<file path="config.mk">
export PLATFORM = sky130hd
export DESIGN_NAME = seq_mul
export DESIGN_NICKNAME = d
export VERILOG_FILES = /design/src/rtl/seq_mul_pkg.sv /design/src/rtl/seq_mul_step.sv /design/src/rtl/seq_mul.sv
export SDC_FILE = /design/constraint.sdc
export NUM_CORES = 1
export LEC_CHECK = 0
export CAP_MARGIN = 20
export CORE_MARGIN = 2
export CORE_UTILIZATION = 36
export DETAILED_ROUTE_END_ITERATION = 8
export GPL_TIMING_DRIVEN = 1
export HOLD_SLACK_MARGIN = 0.06
export REMOVE_ABC_BUFFERS = 1
export SYNTH_ARGS = -nofsm -noshare
export SYNTH_HDL_FRONTEND = slang
export SYNTH_SLANG_ARGS = --single-unit
</file>
<file path="constraint.sdc">
create_clock -name clk -period 3.3 [get_ports clk]
set_input_delay 0.825 -clock clk [delete_from_list [all_inputs] [get_ports clk]]
set_output_delay 0.825 -clock clk [all_outputs]
set_load 0.005 [all_outputs]
</file>
<file path="src/rtl/seq_mul_pkg.sv">
// ---------------------------------------------------------------------------
// seq_mul_pkg
//   Shared definitions for the sequential shift-add multiplier.
//   - 2-bit controller state type with its fixed encoding
//     (ST_IDLE=2'd0, ST_RUN=2'd1, ST_DONE=2'd2).
// ---------------------------------------------------------------------------
package seq_mul_pkg;

    typedef enum logic [1:0] {
        ST_IDLE = 2'd0,
        ST_RUN  = 2'd1,
        ST_DONE = 2'd2
    } state_e;

endpackage : seq_mul_pkg

</file>
<file path="src/rtl/seq_mul_step.sv">
// ---------------------------------------------------------------------------
// seq_mul_step
//   Combinational single shift-add step of the sequential multiplier.
//   Ports:
//     acc_a_i / acc_a_o  2*WIDTH  shifted multiplicand in / out (logical << 1)
//     acc_b_i / acc_b_o  WIDTH    remaining multiplier bits in / out (logical >> 1)
//     sum_i   / sum_o    2*WIDTH  partial product in / out (+acc_a when acc_b[0])
// ---------------------------------------------------------------------------
module seq_mul_step #(
    parameter int WIDTH = 8
) (
    input  logic [2*WIDTH-1:0] acc_a_i,
    input  logic [WIDTH-1:0]   acc_b_i,
    input  logic [2*WIDTH-1:0] sum_i,
    output logic [2*WIDTH-1:0] acc_a_o,
    output logic [WIDTH-1:0]   acc_b_o,
    output logic [2*WIDTH-1:0] sum_o
);

    assign sum_o   = acc_b_i[0] ? (sum_i + acc_a_i) : sum_i;
    assign acc_a_o = acc_a_i << 1;
    assign acc_b_o = acc_b_i >> 1;

endmodule : seq_mul_step

</file>
<file path="src/rtl/seq_mul.sv">
// ---------------------------------------------------------------------------
// seq_mul
//   Multi-cycle shift-add multiplier, WIDTH x WIDTH -> 2*WIDTH, one operation
//   in flight. Result appears exactly WIDTH clocks after operand acceptance.
//
//   state   | meaning
//   --------+-----------------------------------------------
//   IDLE    | in_ready=1, waiting for operands
//   RUN     | WIDTH shift-add steps, inputs ignored
//   DONE    | out_valid=1, product held until out_ready/abort
//
//   Ports:
//     clk        rising-edge clock
//     reset      asynchronous active-low reset
//     in_valid / in_ready    operand handshake (a, b, sgn)
//     a, b       WIDTH-bit multiplicand / multiplier
//     sgn        two's-complement mode (only with SEQ_MUL_SIGNED_EN)
//     abort      synchronous abort of RUN/DONE, no effect in IDLE
//     out_valid / out_ready  result handshake
//     product    2*WIDTH-bit result
//
//   Build option: SEQ_MUL_SIGNED_EN adds the sgn port and signed operation.
// ---------------------------------------------------------------------------
module seq_mul
    import seq_mul_pkg::*;
#(
    parameter int WIDTH = 8,
    parameter int CNT_W = $clog2(WIDTH + 1)
) (
    input  logic                 clk,
    input  logic                 reset,
    input  logic                 in_valid,
    output logic                 in_ready,
    input  logic [WIDTH-1:0]     a,
    input  logic [WIDTH-1:0]     b,
`ifdef SEQ_MUL_SIGNED_EN
    input  logic                 sgn,
`endif
    input  logic                 abort,
    output logic                 out_valid,
    input  logic                 out_ready,
    output logic [2*WIDTH-1:0]   product
);

    localparam logic [2*WIDTH-1:0] ONE_P = {{(2*WIDTH-1){1'b0}}, 1'b1};

    state_e               state_q,   state_d;
    logic [2*WIDTH-1:0]   acc_a_q,   acc_a_d;
    logic [WIDTH-1:0]     acc_b_q,   acc_b_d;
    logic [2*WIDTH-1:0]   sum_q,     sum_d;
    logic [CNT_W-1:0]     cnt_q,     cnt_d;
    logic                 neg_q,     neg_d;
    logic [2*WIDTH-1:0]   product_q, product_d;

    logic [WIDTH-1:0]     mag_a;
    logic [WIDTH-1:0]     mag_b;
    logic                 neg_in;

    logic [2*WIDTH-1:0]   step_acc_a;
    logic [WIDTH-1:0]     step_acc_b;
    logic [2*WIDTH-1:0]   step_sum;

`ifdef SEQ_MUL_SIGNED_EN
    localparam logic [WIDTH-1:0] ONE_W = {{(WIDTH-1){1'b0}}, 1'b1};

    // -2^(WIDTH-1) negates to itself, which is the correct unsigned magnitude.
    always_comb begin
        mag_a  = (sgn && a[WIDTH-1]) ? (~a + ONE_W) : a;
        mag_b  = (sgn && b[WIDTH-1]) ? (~b + ONE_W) : b;
        neg_in = sgn && (a[WIDTH-1] ^ b[WIDTH-1]);
    end
`else
    assign mag_a  = a;
    assign mag_b  = b;
    assign neg_in = 1'b0;
`endif

    seq_mul_step #(
        .WIDTH (WIDTH)
    ) u_step (
        .acc_a_i (acc_a_q),
        .acc_b_i (acc_b_q),
        .sum_i   (sum_q),
        .acc_a_o (step_acc_a),
        .acc_b_o (step_acc_b),
        .sum_o   (step_sum)
    );

    always_ff @(posedge clk or negedge reset) begin
        if (!reset) begin
            state_q   <= ST_IDLE;
            acc_a_q   <= '0;
            acc_b_q   <= '0;
            sum_q     <= '0;
            cnt_q     <= '0;
            neg_q     <= 1'b0;
            product_q <= '0;
        end else begin
            state_q   <= state_d;
            acc_a_q   <= acc_a_d;
            acc_b_q   <= acc_b_d;
            sum_q     <= sum_d;
            cnt_q     <= cnt_d;
            neg_q     <= neg_d;
            product_q <= product_d;
        end
    end

    always_comb begin
        state_d   = state_q;
        acc_a_d   = acc_a_q;
        acc_b_d   = acc_b_q;
        sum_d     = sum_q;
        cnt_d     = cnt_q;
        neg_d     = neg_q;
        product_d = product_q;
        in_ready  = 1'b0;
        out_valid = 1'b0;

        unique case (state_q)
            ST_IDLE: begin
                in_ready = 1'b1;
                if (in_valid) begin
                    acc_a_d = {{WIDTH{1'b0}}, mag_a};
                    acc_b_d = mag_b;
                    sum_d   = '0;
                    cnt_d   = CNT_W'(WIDTH);
                    neg_d   = neg_in;
                    state_d = ST_RUN;
                end
            end
            ST_RUN: begin
                if (abort) begin
                    state_d = ST_IDLE;
                end else begin
                    acc_a_d = step_acc_a;
                    acc_b_d = step_acc_b;
                    sum_d   = step_sum;
                    cnt_d   = cnt_q - CNT_W'(1);
                    if (cnt_q == CNT_W'(1)) begin
                        product_d = neg_q ? (~step_sum + ONE_P) : step_sum;
                        state_d   = ST_DONE;
                    end
                end
            end
            ST_DONE: begin
                out_valid = 1'b1;
                // abort takes priority over a same-cycle out_ready
                if (abort || out_ready) begin
                    state_d = ST_IDLE;
                end
            end
            default: begin
                state_d = ST_IDLE;
            end
        endcase
    end

    assign product = product_q;

endmodule : seq_mul

</file>
Word-level counts from Yosys, hierarchy flattened
Cells that the tools add are included.
- $mul: 0
- div/mod/pow operators: 0
- shift-type cells: 0
- reduce and logical (&&, ||, !) cells: 6
- bitwise operators: 1
- mux-type cells: 20
- eq/ne operators: 7
- order comparisons: 0
- add/sub/neg operators: 2
- operators with widths (kind ; number):
    16-bit 2-to-1 mux ; 5
    16-bit one-hot mux with 2 select lines ; 2
    16-bit adder ; 1
    8-bit 2-to-1 mux ; 2
    8-bit one-hot mux with 2 select lines ; 1
    3-bit AND reduction ; 3
    2-bit 2-to-1 mux ; 4
    4-bit 2-to-1 mux ; 2
    4-bit one-hot mux with 2 select lines ; 1
    2-bit inequality test (second input constant) ; 3
    2-bit one-hot mux with 3 select lines ; 1
    4-bit by 1-bit equality test with 1-bit output (second input constant) ; 1
    4-bit by 1-bit subtractor with 4-bit output (second input constant) ; 1
    3-bit inequality test (second input constant) ; 1
    2-bit by 1-bit equality test with 1-bit output (second input constant) ; 1
    2-bit equality test (second input constant) ; 1
    2-bit zero test ; 1
    1-bit 2-to-1 mux ; 2
    2-bit nonzero test ; 1
    1-bit logical OR ; 1
    1-bit NOT ; 1
- flip-flop bits (word level): 62
- memories: 0
- latch bits: 0
- ROM bits: 0
- word-level logic and storage cells: 42
- RAM bits: 0
- output and inout port bits: 18
- input port bits: 21

Longest topological paths before layout
- word-level depth: 4
- mapped depth: 8
- mapped depth without buffers: 8

Hierarchy
Synthesis repeated with hierarchy kept, for this count alone.
- cell total of the unflattened synthesis: 371
- area total of the unflattened synthesis: 4013.8 um^2
- modules (own cells, without submodules) (module ; instances ; sequential area each (um^2) ; cells each ; area each (um^2)):
    seq_mul ; 1 ; 1551.5 ; 231 ; 2867.8
    seq_mul_step ; 1 ; 0.0 ; 140 ; 1146.1

Least setup slack after synthesis
OpenSTA, ideal clock, no wires.
- kind: input port to flip-flop
- start: in abort
- end: reg sum_q[5]
- buffers on the path: 2
- required time: 3180 ps
- library setup time: 120 ps
- path slack: 933 ps
- stages on the path: 7
- arrival time: 2247 ps
- cells stage by stage: clkbuf_1 > nor2_1 > and2_1 > buf_2 > nand2_1 > and3_1 > a31o_2
- cells in the longest elaborated chain, start to end: 2
- RTL lines (what ; line ; source):
    start, declared ; seq_mul.sv:39 ; input logic abort,
    2-bit inequality test (no source line) ; n/a ;
    3-bit AND reduction (no source line) ; n/a ;
    end signal, assigned ; seq_mul.sv:102 ; sum_q <= sum_d;
    end, declared ; seq_mul.sv:50 ; logic [2*WIDTH-1:0] sum_q, sum_d;
No other way between the ends.
A chain may end at the register's enable or synchronous reset.

Final worst setup path
- start: reg acc_a_q[1]
- end: reg product_q[11], in the netlist product[11]
- cells in the longest elaborated chain, start to end: 2
- RTL lines (what ; line ; source):
    start, declared ; seq_mul.sv:48 ; logic [2*WIDTH-1:0] acc_a_q, acc_a_d;
    start signal, assigned ; seq_mul.sv:92 ; acc_a_q <= '0;
    start signal, assigned ; seq_mul.sv:100 ; acc_a_q <= acc_a_d;
    16-bit adder ; seq_mul_step.sv:20 ; assign sum_o = acc_b_i[0] ? (sum_i + acc_a_i) : sum_i;
    16-bit 2-to-1 mux ; seq_mul_step.sv:20 ;
    end signal, assigned ; seq_mul.sv:105 ; product_q <= product_d;
    end, declared ; seq_mul.sv:53 ; logic [2*WIDTH-1:0] product_q, product_d;
No other way between the ends.

==> flow_metrics.py <==
metrics = {
    "sta": {
        "final_hold_viol_count": 0,
        "finalWorstPathRequiredPeriod_ns": 2.644,
        "fin_tns_setup_ns": 0,
        "final_critical_path_share_of_the_clock_period": 0.8012,
        "setup_violations": 0,
        "skew_ns": 0.008575,
        "final-max-slew-violation-count": 0,
        "clock.fmax_mhz": 378.2,
        "timing_worst_slew_pin_value_ns": 0.7085,
        "relSlewSlack": 0.5265,
        "rsz0062_at_grt": "no",
    },
    "clock_tree": {
        "cts_post_setup_buffers_inserted": 0,
        "tritoncts_clock_tree": "yes",
        "cts_made_buffers": 9,
        "root_buffer": "clkbuf_8",
        "cts-htree-levels": 3,
        "clock_sinks": 62,
        "postCtsResizedCells": 0,
        "path_clk_slew_ns": 0.07,
        "worstSkewPairLatency_ns": 0.34,
        "post_cts_hold_buffer_count": 0,
        "max-clock-path-buffers": 2,
    },
    "die": {
        "floorplan.die_area_sq_mm": 0.01042,
        "rows": 35,
        "dieHeight_microns": 102.1,
        "initial_utilization": 0.3732,
        "core_sq_mm": 0.009284,
        "floorplan.die.width_microns": 102.1,
        "floorplan.io_pins": 39,
    },
    "logic_synthesis": {
        "leading_register_cell_type_out_of_synthesis": "dfrtp_1",
        "synth_edf_count": 0,
        "ys_seq_elements": 62,
        "yosysSeqAreaShare": 0.4478,
        "async_reset_ff_frac": 1.000,
        "synth_area_sq_mm": 0.003465,
        "synth_unique_cells": 52,
        "synthesis.yosys.warnings": 0,
        "synth_cells": 367,
        "avgSynthCellArea_sq_um": 9.440,
    },
    "status": {
        "outcome": "complete, no violations",
    },
    "placed_design": {
        "port_buffers": 38,
        "gp_congestion": 0.8087,
        "post_detailed_placement_half_perimeter_wirelength_microns": 5701,
    },
    "routing": {
        "detailed_route_wire_length_per_cell_microns": 15.66,
        "route.antenna.remaining_nets": 0,
        "drt_first_iter_violations": 152,
        "postRouteWirelength_microns": 8425,
        "vias": 2948,
        "drt_pass1_iterations": 4,
        "via_per_inst": 5.480,
        "detail_route.drc_violations": 0,
    },
    "power": {
        "total_leakage_power_nw": 2.020,
        "power.internal_w": 0.002017,
        "power.clock.fraction": 0.231,
        "p_per_area_mw_per_mm2": 759.1,
        "power.switching_fraction": 0.3703,
        "switching_power_w": 0.001186,
        "seqPwrFrac": 0.368,
        "vdd_drop_max_uv": 317.7,
        "pwr-share-comb": 0.400,
        "finalPower_w": 0.003204,
    },
    "setup_path": {
        "end_kind": "register",
        "r2r-end": "product[11]",
        "start_kind": "register",
        "crit_path_category": "register to register",
        "worst_path_max_delay_cell": "or4_2",
        "critical_path.max_stage_delay_ns": 0.64,
        "rr_worst_depth": 7,
        "cp.arrival_ns": 2.83,
        "reg2reg_from": "acc_a_q[1]",
        "cp_max_fo": 5,
        "worst-endpoint-required_ns": 3.49,
        "cells_traversed_along_the_worst_timing_path": "ha_1 -> a211oi_2 -> o31ai_4 -> o2111a_1 -> or4_2 -> a31oi_1 -> o21ai_0",
        "ff2ff_setup_slack_ns": 0.66,
    },
    "run": {
        "max_cap_violations": 0,
    },
    "min_path": {
        "hold_path_end": "acc_b_q[1]",
        "hold_depth": 2,
        "min-delay-path-class": "register to register",
        "timing.hold.worst.start": "acc_b_q[1]",
    },
    "layout": {
        "drive_above_1_share": 0.08557,
        "final.fill_count": 950,
        "finalNetCount": 443,
        "flow.area_growth_from_synthesis_pct": 21.81,
        "diodes": 0,
    },
    "global_route": {
        "number_of_antenna_violations_at_the_first_check_in_global_routing": 0,
        "gr-usage-all-layers": 0.1790,
        "gr-total-overflow": 0,
        "pin_count_of_the_biggest_net_entering_global_routing": 63,
        "grt_pass1_wl_microns": 14500,
        "grt_pass1_vias": 2985,
    },
}
critical path, delay by kind of cell, from the launching register on:
family,cells,cell delay [ns]
fa+ha+maj,1,0.35
simple gates,1,0.64
compound gates,5,1.09
flops,1,0.43
through the flow:
| stage | std cells | hold WS, ns | instance area [sq um] | setup slack, ns | util |
|---|---|---|---|---|---|
| finish | 538 | 0.4829 | 4220 | 0.6561 | 0.4546 |
| global route | 538 | 0.5066 | 4220 | 0.5405 | 0.4546 |
| CTS | 538 | 0.4850 | 4220 | 0.6409 | 0.4546 |
| detailed placement | 522 | 0.4631 | 4005 | 0.5608 | 0.4314 |
| global placement | 522 | 0.4619 | 4005 | 0.6183 | 0.4314 |
| floorplan | 345 | 0.4463 | 3381 | 0.5562 | - |
how the worst max path moves through the flow:
stage | from | end | slack [ns] | cells past startpoint
6_report | acc_a_q[1] | product[11] | 0.66 | 7
5_1_grt | acc_a_q[1] | product[11] | 0.54 | 7
4_1_cts | acc_a_q[1] | product[11] | 0.64 | 7
3_5_place_dp | abort | product[14] | 0.56 | 8
3_3_place_gp | abort | product[13] | 0.62 | 7
2_1_floorplan | abort | sum_q[5] | 0.56 | 5
sequential cells by signal (all words and copies together) (netlist names):
signal and flops:
acc_b_q 8, cnt_q 4, acc_a_q 16, sum_q 16
state_q 2, product 16
cell families after synthesis:
family                     count (synthesis)  synth area share
AOI/OAI and AO/OA                        116            0.2369
muxes                                      7           0.02022
and+or+nand+nor                          121            0.1607
adders and majority gates                 18           0.06717
xor gates and xnor gates                  14           0.03539
DFF                                       62            0.4478
buffers and inverters                     29           0.03178
metal layers:
metal	global-route usage	share of wire
met5	0	0
met1	0.2305	0.45
met3	0.03215	0.032
met4	0.07385	0.019
met2	0.2981	0.50
cells in the mapped netlist, types with 2 or more instances:
master	number	share of area
o31ai_1	3	0.0065
mux2i_1	7	0.020
nor2_1	21	0.023
or4_1	2	0.0043
a31oi_1	3	0.0054
xor2_1	4	0.010
dfrtp_1	62	0.45
nand2_1	56	0.061
a211oi_1	4	0.0087
nand3_1	12	0.017
nor3_1	2	0.0029
and2_1	3	0.0054
a2111oi_0	2	0.0051
or3_1	2	0.0036
ha_1	17	0.061
a31o_2	4	0.010
xnor2_1	10	0.025
and3_1	12	0.022
a21oi_1	23	0.033
buf_1	4	0.0043
inv_1	7	0.0076
nand4_1	3	0.0054
clkbuf_1	17	0.018
a21o_1	8	0.017
o21ai_0	22	0.032
a22oi_1	14	0.030
a22o_1	16	0.040
o211ai_1	3	0.0065
power groups by stage:
| stage | clock [W] | sequential [W] | combinational [W] |
|---|---|---|---|
| after floorplan | 0 | 0.00118 | 0.000839 |
| after global placement | 0 | 0.00119 | 0.00126 |
| after detailed placement | 0 | 0.00119 | 0.00129 |
| after CTS | 0.000760 | 0.00118 | 0.00130 |
| after global routing | 0.000789 | 0.00122 | 0.00148 |
| final | 0.000741 | 0.00118 | 0.00128 |
cell type report:
cell class | count | area (sq um) | share of cell area
Multi-Input combinational cell | 276 | 1803 | 0.4272
Sequential cell | 62 | 1551 | 0.3676
Timing Repair Buffer | 48 | 462.9 | 0.1097
Tap cell | 129 | 161.4 | 0.03824
Clock buffer | 12 | 145.1 | 0.03439
Clock inverter | 4 | 70.07 | 0.01660
Inverter | 7 | 26.28 | 0.006226
cells in the final DEF, fill, tap and decap left out, drive strengths merged, types with 14 or more instances in the layout:
master and n:
a22oi 14, dfrtp 62, nand2 57, clkdlybuf4s50 37, o21ai 23, ha 17, nor2 21, a22o 16
a21oi 24
No activity file was read; power rests on OpenSTA's default activity.
